## config.mk

```make
export PLATFORM = sky130hd
export DESIGN_NAME = log_sine_voice_mixer
export DESIGN_NICKNAME = d
export VERILOG_FILES = /design/src/rtl/log_sine_pkg.sv /design/src/rtl/log_sine_voice_mixer_log_to_linear.sv /design/src/rtl/logsineROM.sv /design/src/rtl/powerROM.sv /design/src/rtl/log_sine_voice_mixer.sv
export SDC_FILE = /design/constraint.sdc
export NUM_CORES = 1
export LEC_CHECK = 0
export ABC_CLOCK_PERIOD_IN_PS = 13300
export BUFFER_PORTS_ARGS = -buffer_cell sky130_fd_sc_hd__buf_2
export CORE_UTILIZATION = 55
export DETAILED_ROUTE_END_ITERATION = 16
export GPL_ROUTABILITY_DRIVEN = 0
export PLACE_DENSITY_LB_ADDON = 0.25
export SYNTH_ARGS = -nofsm -noshare
export SYNTH_HDL_FRONTEND = slang
export SYNTH_SLANG_ARGS = --single-unit
```

## constraint.sdc

```tcl
create_clock -name clk -period 13.3 [get_ports clk]
set_input_delay 0.665 -clock clk [delete_from_list [all_inputs] [get_ports clk]]
set_output_delay 0.665 -clock clk [all_outputs]
set_load 0.05 [all_outputs]
```

## src/rtl/log_sine_pkg.sv

```systemverilog
// Shared constants, FSM state type and width helpers for the log-sine voice mixer.
package log_sine_pkg;

   localparam int unsigned ROM_DEPTH    = 256;
   localparam int unsigned MAG_W        = 12;
   localparam int unsigned VOICE_W      = 13;
   localparam int unsigned OCT_LIMIT    = 16;
   localparam int unsigned DRAIN_CYCLES = 5;

   typedef enum logic [1:0] {
      ST_IDLE,
      ST_RUN,
      ST_DRAIN,
      ST_DONE
   } state_e;

   // Mix width grows by one bit per doubling of voices so the sum never wraps.
   function automatic int unsigned mix_width(input int unsigned num_ch);
      return VOICE_W + $clog2(num_ch);
   endfunction

   // Channel-select width; kept at least one bit for the single-voice build.
   function automatic int unsigned ch_width(input int unsigned num_ch);
      return (num_ch > 1) ? $clog2(num_ch) : 1;
   endfunction

endpackage

```

## src/rtl/log_sine_voice_mixer_log_to_linear.sv

```systemverilog
// Log-to-linear converter: exp table lookup, octave shift, sign and zero force.
// Two-cycle latency from in_* to out_*.
module log_to_linear
   import log_sine_pkg::*;
(
   input  logic               clk,
   input  logic               reset,
   input  logic               in_valid,
   input  logic [11:0]        in_a,
   input  logic               in_sign,
   input  logic               in_zero,
   output logic               out_valid,
   output logic [VOICE_W-1:0] out_value
);

   logic [9:0]         pow_data;
   logic               s3_valid_q, s3_valid_d;
   logic [3:0]         s3_shift_q, s3_shift_d;
   logic               s3_sign_q, s3_sign_d;
   logic               s3_zero_q, s3_zero_d;
   logic               s4_valid_q, s4_valid_d;
   logic [VOICE_W-1:0] s4_value_q, s4_value_d;
   logic [MAG_W-1:0]   mag;

   powerROM u_power_rom (
      .clk  (clk),
      .addr (~in_a[7:0]),
      .data (pow_data)
   );

   // Align control with the table read, then build the signed voice value.
   always_comb begin
      s3_valid_d = in_valid;
      s3_shift_d = in_a[11:8];
      s3_sign_d  = in_sign;
      s3_zero_d  = in_zero;
      mag        = {1'b1, pow_data, 1'b0} >> s3_shift_q;
      s4_valid_d = s3_valid_q;
      s4_value_d = s3_sign_q ? VOICE_W'(-{1'b0, mag}) : {1'b0, mag};
      if (s3_zero_q) begin
         s4_value_d = '0;
      end
   end

   // Stage registers.
   always_ff @(posedge clk) begin
      if (reset) begin
         s3_valid_q <= 1'b0;
         s3_shift_q <= '0;
         s3_sign_q  <= 1'b0;
         s3_zero_q  <= 1'b0;
         s4_valid_q <= 1'b0;
         s4_value_q <= '0;
      end else begin
         s3_valid_q <= s3_valid_d;
         s3_shift_q <= s3_shift_d;
         s3_sign_q  <= s3_sign_d;
         s3_zero_q  <= s3_zero_d;
         s4_valid_q <= s4_valid_d;
         s4_value_q <= s4_value_d;
      end
   end

   assign out_valid = s4_valid_q;
   assign out_value = s4_value_q;

endmodule

```

## src/rtl/logsineROM.sv

```systemverilog
// Quarter-wave log-sine table: L[i] = round(-log2(sin((i+0.5)*pi/512)) * 256).
// Registered output, one cycle read latency.
module logsineROM (
   input  logic       clk,
   input  logic [7:0] addr,
   output logic [15:0] data
);

   function automatic int lsin_entry(input int i);
      real x;
      x = $sin((real'(i) + 0.5) * 3.14159265358979 / 512.0);
      return $rtoi(-($ln(x) / $ln(2.0)) * 256.0 + 0.5);
   endfunction

   logic [15:0] rom [256];
   logic [15:0] data_q;

   for (genvar i = 0; i < 256; i++) begin : g_rom
      localparam int VAL = lsin_entry(i);
      assign rom[i] = 16'(VAL);
   end

   // Synchronous table read.
   always_ff @(posedge clk) begin
      data_q <= rom[addr];
   end

   assign data = data_q;

endmodule

```

## src/rtl/powerROM.sv

```systemverilog
// Exponential table: P[i] = round((2^(i/256) - 1) * 1024).
// Registered output, one cycle read latency.
module powerROM (
   input  logic       clk,
   input  logic [7:0] addr,
   output logic [9:0] data
);

   function automatic int pow_entry(input int i);
      return $rtoi(($pow(2.0, real'(i) / 256.0) - 1.0) * 1024.0 + 0.5);
   endfunction

   logic [9:0] rom [256];
   logic [9:0] data_q;

   for (genvar i = 0; i < 256; i++) begin : g_rom
      localparam int VAL = pow_entry(i);
      assign rom[i] = 10'(VAL);
   end

   // Synchronous table read.
   always_ff @(posedge clk) begin
      data_q <= rom[addr];
   end

   assign data = data_q;

endmodule

```

## src/rtl/log_sine_voice_mixer.sv

```systemverilog
// Time-multiplexed log-domain sine oscillator bank and mixer.
// One mixed sample per sample_tick; channels issued one per cycle into a
// six-stage pipeline (issue, log-sine read, attenuate, exp read, shift/sign, sum).
// Optional LOGSINE_PHASE_SYNC_EN: a cfg write that enables a disabled channel
// also zeroes its phase for phase-coherent note start.
module log_sine_voice_mixer
   import log_sine_pkg::*;
#(
   parameter int unsigned NUM_CH     = 4,
   parameter int unsigned PHASE_FRAC = 16,
   parameter int unsigned STEP_W     = 26,
   parameter int unsigned ATT_W      = 13
) (
   input  logic                         clk,
   input  logic                         reset,
   input  logic                         sample_tick,
   input  logic                         cfg_we,
   input  logic [ch_width(NUM_CH)-1:0]  cfg_ch,
   input  logic [STEP_W-1:0]            cfg_step,
   input  logic [ATT_W-1:0]             cfg_atten,
   input  logic                         cfg_en,
   output logic [mix_width(NUM_CH)-1:0] mix_out,
   output logic                         mix_valid,
   output logic                         busy,
   output logic                         overrun
);

   localparam int unsigned PW    = PHASE_FRAC + 10;
   localparam int unsigned CH_W  = ch_width(NUM_CH);
   localparam int unsigned MIX_W = mix_width(NUM_CH);
   localparam int unsigned A_W   = ATT_W + 1;

   state_e             state_q, state_d;
   logic [4:0]         cnt_q, cnt_d;
   logic [MIX_W-1:0]   acc_q, acc_d, mix_q, mix_d;
   logic               mix_valid_q, mix_valid_d;
   logic               overrun_q, overrun_d;
   logic               clear_acc;

   logic [PW-1:0]      phase_q [NUM_CH];
   logic [PW-1:0]      phase_d [NUM_CH];
   logic [STEP_W-1:0]  step_q  [NUM_CH];
   logic [STEP_W-1:0]  step_d  [NUM_CH];
   logic [ATT_W-1:0]   atten_q [NUM_CH];
   logic [ATT_W-1:0]   atten_d [NUM_CH];
   logic [NUM_CH-1:0]  en_q, en_d;

   logic               issue;
   logic [CH_W-1:0]    idx;

   logic               s0_valid_q, s0_valid_d;
   logic [7:0]         s0_addr_q, s0_addr_d;
   logic               s0_sign_q, s0_sign_d;
   logic [ATT_W-1:0]   s0_atten_q, s0_atten_d;
   logic               s0_en_q, s0_en_d;
   logic               s1_valid_q, s1_valid_d;
   logic               s1_sign_q, s1_sign_d;
   logic [ATT_W-1:0]   s1_atten_q, s1_atten_d;
   logic               s1_en_q, s1_en_d;
   logic [15:0]        lsin_data;
   logic [A_W-1:0]     a_sum;
   logic               s2_valid_q, s2_valid_d;
   logic [11:0]        s2_a_q, s2_a_d;
   logic               s2_sign_q, s2_sign_d;
   logic               s2_zero_q, s2_zero_d;
   logic               v_valid;
   logic [VOICE_W-1:0] v_value;

   assign issue = (state_q == ST_RUN);
   assign idx   = cnt_q[CH_W-1:0];

   // Frame sequencer: issue every channel, let the pipeline drain, publish the sum.
   always_comb begin
      state_d     = state_q;
      cnt_d       = cnt_q;
      mix_d       = mix_q;
      mix_valid_d = 1'b0;
      overrun_d   = overrun_q;
      clear_acc   = 1'b0;
      case (state_q)
         ST_IDLE: begin
            if (sample_tick) begin
               state_d   = ST_RUN;
               cnt_d     = '0;
               clear_acc = 1'b1;
            end
         end
         ST_RUN: begin
            if (cnt_q == 5'(NUM_CH - 1)) begin
               state_d = ST_DRAIN;
               cnt_d   = '0;
            end else begin
               cnt_d = cnt_q + 5'd1;
            end
         end
         ST_DRAIN: begin
            if (cnt_q == 5'(DRAIN_CYCLES - 1)) begin
               state_d = ST_DONE;
               cnt_d   = '0;
            end else begin
               cnt_d = cnt_q + 5'd1;
            end
         end
         ST_DONE: begin
            mix_d       = acc_q;
            mix_valid_d = 1'b1;
            state_d     = ST_IDLE;
         end
         default: state_d = ST_IDLE;
      endcase
      if (sample_tick && (state_q != ST_IDLE)) begin
         overrun_d = 1'b1;
      end
   end

   // Channel register file: phase advance on issue, configuration writes at any time.
   always_comb begin
      phase_d = phase_q;
      step_d  = step_q;
      atten_d = atten_q;
      en_d    = en_q;
      if (issue) begin
         phase_d[idx] = phase_q[idx] + PW'(step_q[idx]);
      end
      if (cfg_we && (32'(cfg_ch) < NUM_CH)) begin
         step_d[cfg_ch]  = cfg_step;
         atten_d[cfg_ch] = cfg_atten;
         en_d[cfg_ch]    = cfg_en;
`ifdef LOGSINE_PHASE_SYNC_EN
         // Applied after the issue increment so a coincident zeroing wins.
         if (cfg_en && !en_q[cfg_ch]) begin
            phase_d[cfg_ch] = '0;
         end
`endif
      end
   end

   // Datapath stages S0..S2 and the S5 accumulator.
   always_comb begin
      s0_valid_d = issue;
      s0_sign_d  = phase_q[idx][PW-1];
      s0_addr_d  = phase_q[idx][PW-2] ? ~phase_q[idx][PW-3:PHASE_FRAC]
                                      :  phase_q[idx][PW-3:PHASE_FRAC];
      s0_atten_d = atten_q[idx];
      s0_en_d    = en_q[idx];
      s1_valid_d = s0_valid_q;
      s1_sign_d  = s0_sign_q;
      s1_atten_d = s0_atten_q;
      s1_en_d    = s0_en_q;
      a_sum      = A_W'(lsin_data) + A_W'(s1_atten_q);
      s2_valid_d = s1_valid_q;
      s2_a_d     = a_sum[11:0];
      s2_sign_d  = s1_sign_q;
      s2_zero_d  = (a_sum[A_W-1:8] >= (A_W-8)'(OCT_LIMIT)) || !s1_en_q;
      acc_d      = acc_q;
      if (clear_acc) begin
         acc_d = '0;
      end else if (v_valid) begin
         acc_d = acc_q + MIX_W'($signed(v_value));
      end
   end

   logsineROM u_logsine_rom (
      .clk  (clk),
      .addr (s0_addr_q),
      .data (lsin_data)
   );

   log_to_linear u_log_to_linear (
      .clk       (clk),
      .reset     (reset),
      .in_valid  (s2_valid_q),
      .in_a      (s2_a_q),
      .in_sign   (s2_sign_q),
      .in_zero   (s2_zero_q),
      .out_valid (v_valid),
      .out_value (v_value)
   );

   // State, channel and pipeline registers with synchronous reset.
   always_ff @(posedge clk) begin
      if (reset) begin
         state_q     <= ST_IDLE;
         cnt_q       <= '0;
         acc_q       <= '0;
         mix_q       <= '0;
         mix_valid_q <= 1'b0;
         overrun_q   <= 1'b0;
         for (int unsigned i = 0; i < NUM_CH; i++) begin
            phase_q[i] <= '0;
            step_q[i]  <= '0;
            atten_q[i] <= '0;
         end
         en_q       <= '0;
         s0_valid_q <= 1'b0;
         s0_addr_q  <= '0;
         s0_sign_q  <= 1'b0;
         s0_atten_q <= '0;
         s0_en_q    <= 1'b0;
         s1_valid_q <= 1'b0;
         s1_sign_q  <= 1'b0;
         s1_atten_q <= '0;
         s1_en_q    <= 1'b0;
         s2_valid_q <= 1'b0;
         s2_a_q     <= '0;
         s2_sign_q  <= 1'b0;
         s2_zero_q  <= 1'b0;
      end else begin
         state_q     <= state_d;
         cnt_q       <= cnt_d;
         acc_q       <= acc_d;
         mix_q       <= mix_d;
         mix_valid_q <= mix_valid_d;
         overrun_q   <= overrun_d;
         phase_q     <= phase_d;
         step_q      <= step_d;
         atten_q     <= atten_d;
         en_q        <= en_d;
         s0_valid_q  <= s0_valid_d;
         s0_addr_q   <= s0_addr_d;
         s0_sign_q   <= s0_sign_d;
         s0_atten_q  <= s0_atten_d;
         s0_en_q     <= s0_en_d;
         s1_valid_q  <= s1_valid_d;
         s1_sign_q   <= s1_sign_d;
         s1_atten_q  <= s1_atten_d;
         s1_en_q     <= s1_en_d;
         s2_valid_q  <= s2_valid_d;
         s2_a_q      <= s2_a_d;
         s2_sign_q   <= s2_sign_d;
         s2_zero_q   <= s2_zero_d;
      end
   end

   assign mix_out   = mix_q;
   assign mix_valid = mix_valid_q;
   assign busy      = (state_q != ST_IDLE);
   assign overrun   = overrun_q;

endmodule

```

==> results.md <==
* Status: finished, final reports clean
* Post-Place Setup Slack at 8.556 ns
* Post-CTS Hold Buffers at 0
* Largest net degree at the start of global routing at roughly 150
* Post-detail-place hpwl at between 30 and 40 mm
* Leakage power at ~8.7 nW
* CP top delay family: compound AO/OA/AOI/OAI gates
* Final Hold Vio Count at 0
* Port bufs at 63
* Antenna violations before repair at 0
* Slew Limit Fails at 0
* Vias per cell at about 6.3
* Drt wl/cell at around 18 um
* Cts bufs inserted at 43
* Ys async rst share at 0
* Mux contribution to synthesized area at 0.09940
* Top_reg_cell synth: dfxtp_1
* Clk pwr share at 0.344
* Number of synthesized flops with an enable pin at 0
* Tmin final at between 4 and 5 ns
* Worst Tran Pin Value at 1.233 ns
* Antenna diode instance count at 0
* GRT Residual Overflow at 0
* Vias post-DR at roughly 21000
* First-pass GRT wire length at roughly 100 mm
* Logic pwr share at 0.271
* Chip Width at 205.9 um
* Worst setup SP type: flop
* CP max FO at 40
* Hold depth at 3
* Sequential share of the synthesized area at 0.3512
* Die ar. at 0.04238 mm^2
* Synth Area per Inst at between 7 and 8 um^2
* Clock slew at reported path FFs at approximately 0.06 ns
* Crit Path Class: flop to flop
* Net Sw Power at roughly 1.2 mW
* Clock root buffer: clkbuf_16
* Post-synthesis xor/xnor area fraction at 0.01686
* Top cell type's share of synthesized area at 0.3512
* YS warnings at 0
* DRT Wirelength at 61.37 mm
* Area Growth Syn to Fin at 7.318%
* Data arrival, critical path at 5.26 ns
* Power density over the cells at 144.5 mW/mm^2
* Syn nets at 3018
* CP bufs+invs at 1
* Tot GR Track Use at 0.2843
* Ratio of cells with drive above 1 in the final layout at 0.09728
* Starting Density at 0.5585
* Critical Path Max Stage Delay at slightly below 0.8 ns
* DRT antenna net count at 0
* Setup crit end kind: flop
* Seq pwr share at 0.385
* Die Span Y at slightly above 200 um
* Cell Chain, Critical Path: buf_4 -> mux4_2 -> ha_1 -> a211oi_1 -> o21bai_1 -> a21oi_1 -> o2111ai_1 -> a311oi_1 -> or4_1 -> nand3_1
* Ports at 64
* Synth Register Bits at between 400 and 500
* Post-Syn Area at between 0.02 and 0.025 mm^2
* Post-synth cell types at 80
* First-pass iteration count of the detailed router at 6
* Clock Skew at between 0.015 and 0.02 ns
* Compound-gate portion of the synthesized area at 0.2093
* Final Cycle Share at 0.3619
* CTS max path bufs at 3
* Relative max-transition margin at 0.1779
* Cts repair resizes at 0
* Post-synthesis simple-gate area fraction at 0.2249
* WP depth at 10
* Slowest stage cell on the critical path: a311oi_1
* Main combinational cell family by area after synthesis: simple AND/OR/NAND/NOR gates
* Synth area leader: dfxtp_1
* Final setup fails at 0
* Num rows at 74
* Sink Count at approximately 400
* TritonCTS clock tree: done
* Max-cap violations at 0
* Worst r2r path cells at 10
* IR drop worst, VDD at 100.0 uV
* Adder-Cell Fraction of Synth Area at 0.04970
* Top cells by area, synth: dfxtp_1 35%, nand2_1 9.0%, mux4_2 7.9%
* Post-CTS Setup Inserts at 0
* Worst Hold Class: input port to flop
* Vias in the first global route at about 20000
* Post-route DRC at 0
* H-tree levels at 2
* WP data required at 13.75 ns
* DR iter-0 viols at about 1900
* Pint at 2.371 mW
* Post-Route Hold Slack at roughly 0.35 ns
* Final worst slack at about 8.5 ns
* Clock Latency Late Sink at around 0.58 ns
* Cells after synthesis at ~2900
* RSZ-0062 raised after global routing: false
* Fin nets at about 2900
* Max Freq at a little over 200 MHz
* Core ar. at between 0.04 and 0.05 mm^2
* Sw Share at 0.3314
* Setup TNS Final at 0 ns
## cells by family after synthesis
group	Yosys count
buffers and inverters	289
adder cells (fa/ha/maj)	89
AO/OA/AOI/OAI	786
AND/OR/NAND/NOR	1149
flip-flops	401
multiplexers	125
XOR/XNOR	44
## synthesized netlist by cell type, drive strengths merged (39+ instances only)
library cell  instances
inv                  40
nor2                203
mux4                 80
a211oi               50
nand2               550
buf                  39
nand3               125
ha                   86
nor2b                55
clkbuf              205
o21ai               149
a31oi                41
nor3                 64
a21oi               342
dfxtp               401
## per-layer routing
| layer | vias up | part of all wire | wire length (um) | track usage |
|---|---|---|---|---|
| met5 | - | 0 | 0 | 0 |
| met4 | 0 | 0.032 | 1956 | 0.1071 |
| met3 | 169 | 0.080 | 4934 | 0.04525 |
| met2 | 966 | 0.47 | 29040 | 0.4755 |
| met1 | 9846 | 0.41 | 25440 | 0.3685 |
| li1 | 10065 | - | - | - |
## final cells by class
type                    count  area, um^2
repair buffers             85       490.5
flip-flops and latches    401        8040
clock inverters            14       220.2
multi-input cells        2193       13740
fillers                  3558       16390
inverters                  45       168.9
well taps                 532       665.6
clock buffers              58        1202
## worst reg2reg max path, delay by kind of cell, from the launching register on
| kind | cells | cell delay (ns) |
|---|---|---|
| AO/OA/AOI/OAI | 5 | 2.00 |
| buffers and inverters | 1 | 0.71 |
| flip-flops | 1 | 0.69 |
| multiplexers | 1 | 0.66 |
| adder cells (fa/ha/maj) | 1 | 0.33 |
| AND/OR/NAND/NOR | 2 | 0.29 |
## flip-flops by register name, summed over array words and instances, names as in the netlist, 2 cells and up
| signal | cells |
|---|---|
| s0_atten_q | 13 |
| u_logsine_rom.data | 12 |
| cnt_q | 5 |
| u_log_to_linear.out_value | 13 |
| atten_q | 52 |
| mix_out | 15 |
| step_q | 104 |
| s0_addr_q | 8 |
| s1_atten_q | 13 |
| state_q | 2 |
| en_q | 4 |
| phase_q | 104 |
| s2_a_q | 12 |
| acc_q | 15 |
| u_log_to_linear.s3_shift_q | 4 |
| u_log_to_linear.u_power_rom.data | 10 |
## power groups by stage
stage	combinational [mW]	sequential [mW]	clock [mW]
2_1_floorplan	0.761	1.34	0
6_report	0.962	1.36	1.22
3_3_place_gp	0.920	1.39	0
3_5_place_dp	0.941	1.39	0
5_1_grt	1.05	1.38	1.29
4_1_cts	0.944	1.36	1.24
## layout by cell type (no fill, tap or decap), drive strengths merged, types with 7 or more instances in the layout
| cell | netlist | layout |
|---|---|---|
| o311ai | 20 | 20 |
| a211o | 8 | 8 |
| a211oi | 50 | 50 |
| nor3 | 64 | 64 |
| and3 | 14 | 14 |
| dfxtp | 401 | 401 |
| inv | 40 | 43 |
| clkbuf | 205 | 58 |
| a21boi | 7 | 7 |
| o22ai | 21 | 21 |
| nand2 | 550 | 550 |
| a21oi | 342 | 342 |
| nand3 | 125 | 125 |
| buf | 39 | 85 |
| nand2b | 29 | 29 |
| a31oi | 41 | 41 |
| or4 | 16 | 16 |
| ha | 86 | 86 |
| o21a | 7 | 7 |
| mux4 | 80 | 80 |
| nand4 | 22 | 22 |
| o31ai | 14 | 14 |
| a21o | 13 | 13 |
| and2 | 30 | 30 |
| mux2i | 35 | 35 |
| o21ai | 149 | 149 |
| or2 | 13 | 13 |
| xor2 | 17 | 17 |
| mux2 | 10 | 10 |
| a221oi | 8 | 8 |
| a311oi | 16 | 16 |
| o211ai | 28 | 28 |
| clkinv | 5 | 10 |
| xnor2 | 27 | 27 |
| nor2 | 203 | 203 |
| nor2b | 55 | 55 |
## stage by stage
stage	util	total power, mW	std cells	area, um^2
4_1_cts	0.5994	3.553	3328	24530
6_report	0.5994	3.546	3328	24530
5_1_grt	0.5994	3.713	3328	24530
3_5_place_dp	0.5647	2.330	3256	23110
2_1_floorplan	-	2.100	2883	22860
3_3_place_gp	0.5647	2.306	3256	23110
## path summary, 6_finish.rpt
kind | startpoint | endpoint | slack, ns
max | cnt_q[1]$_SDFFE_PP0P_ | phase_q[47]$_SDFFE_PP0P_ | 8.49
min | cfg_step[23] | step_q[49]$_SDFFE_PP0P_ | 0.35
max reg2reg | cnt_q[1]$_SDFFE_PP0P_ | phase_q[47]$_SDFFE_PP0P_ | 8.49
min reg2reg | s0_atten_q[5]$_SDFF_PP0_ | s1_atten_q[5]$_SDFF_PP0_ | 0.43
No activity file was read; power rests on OpenSTA's default activity.
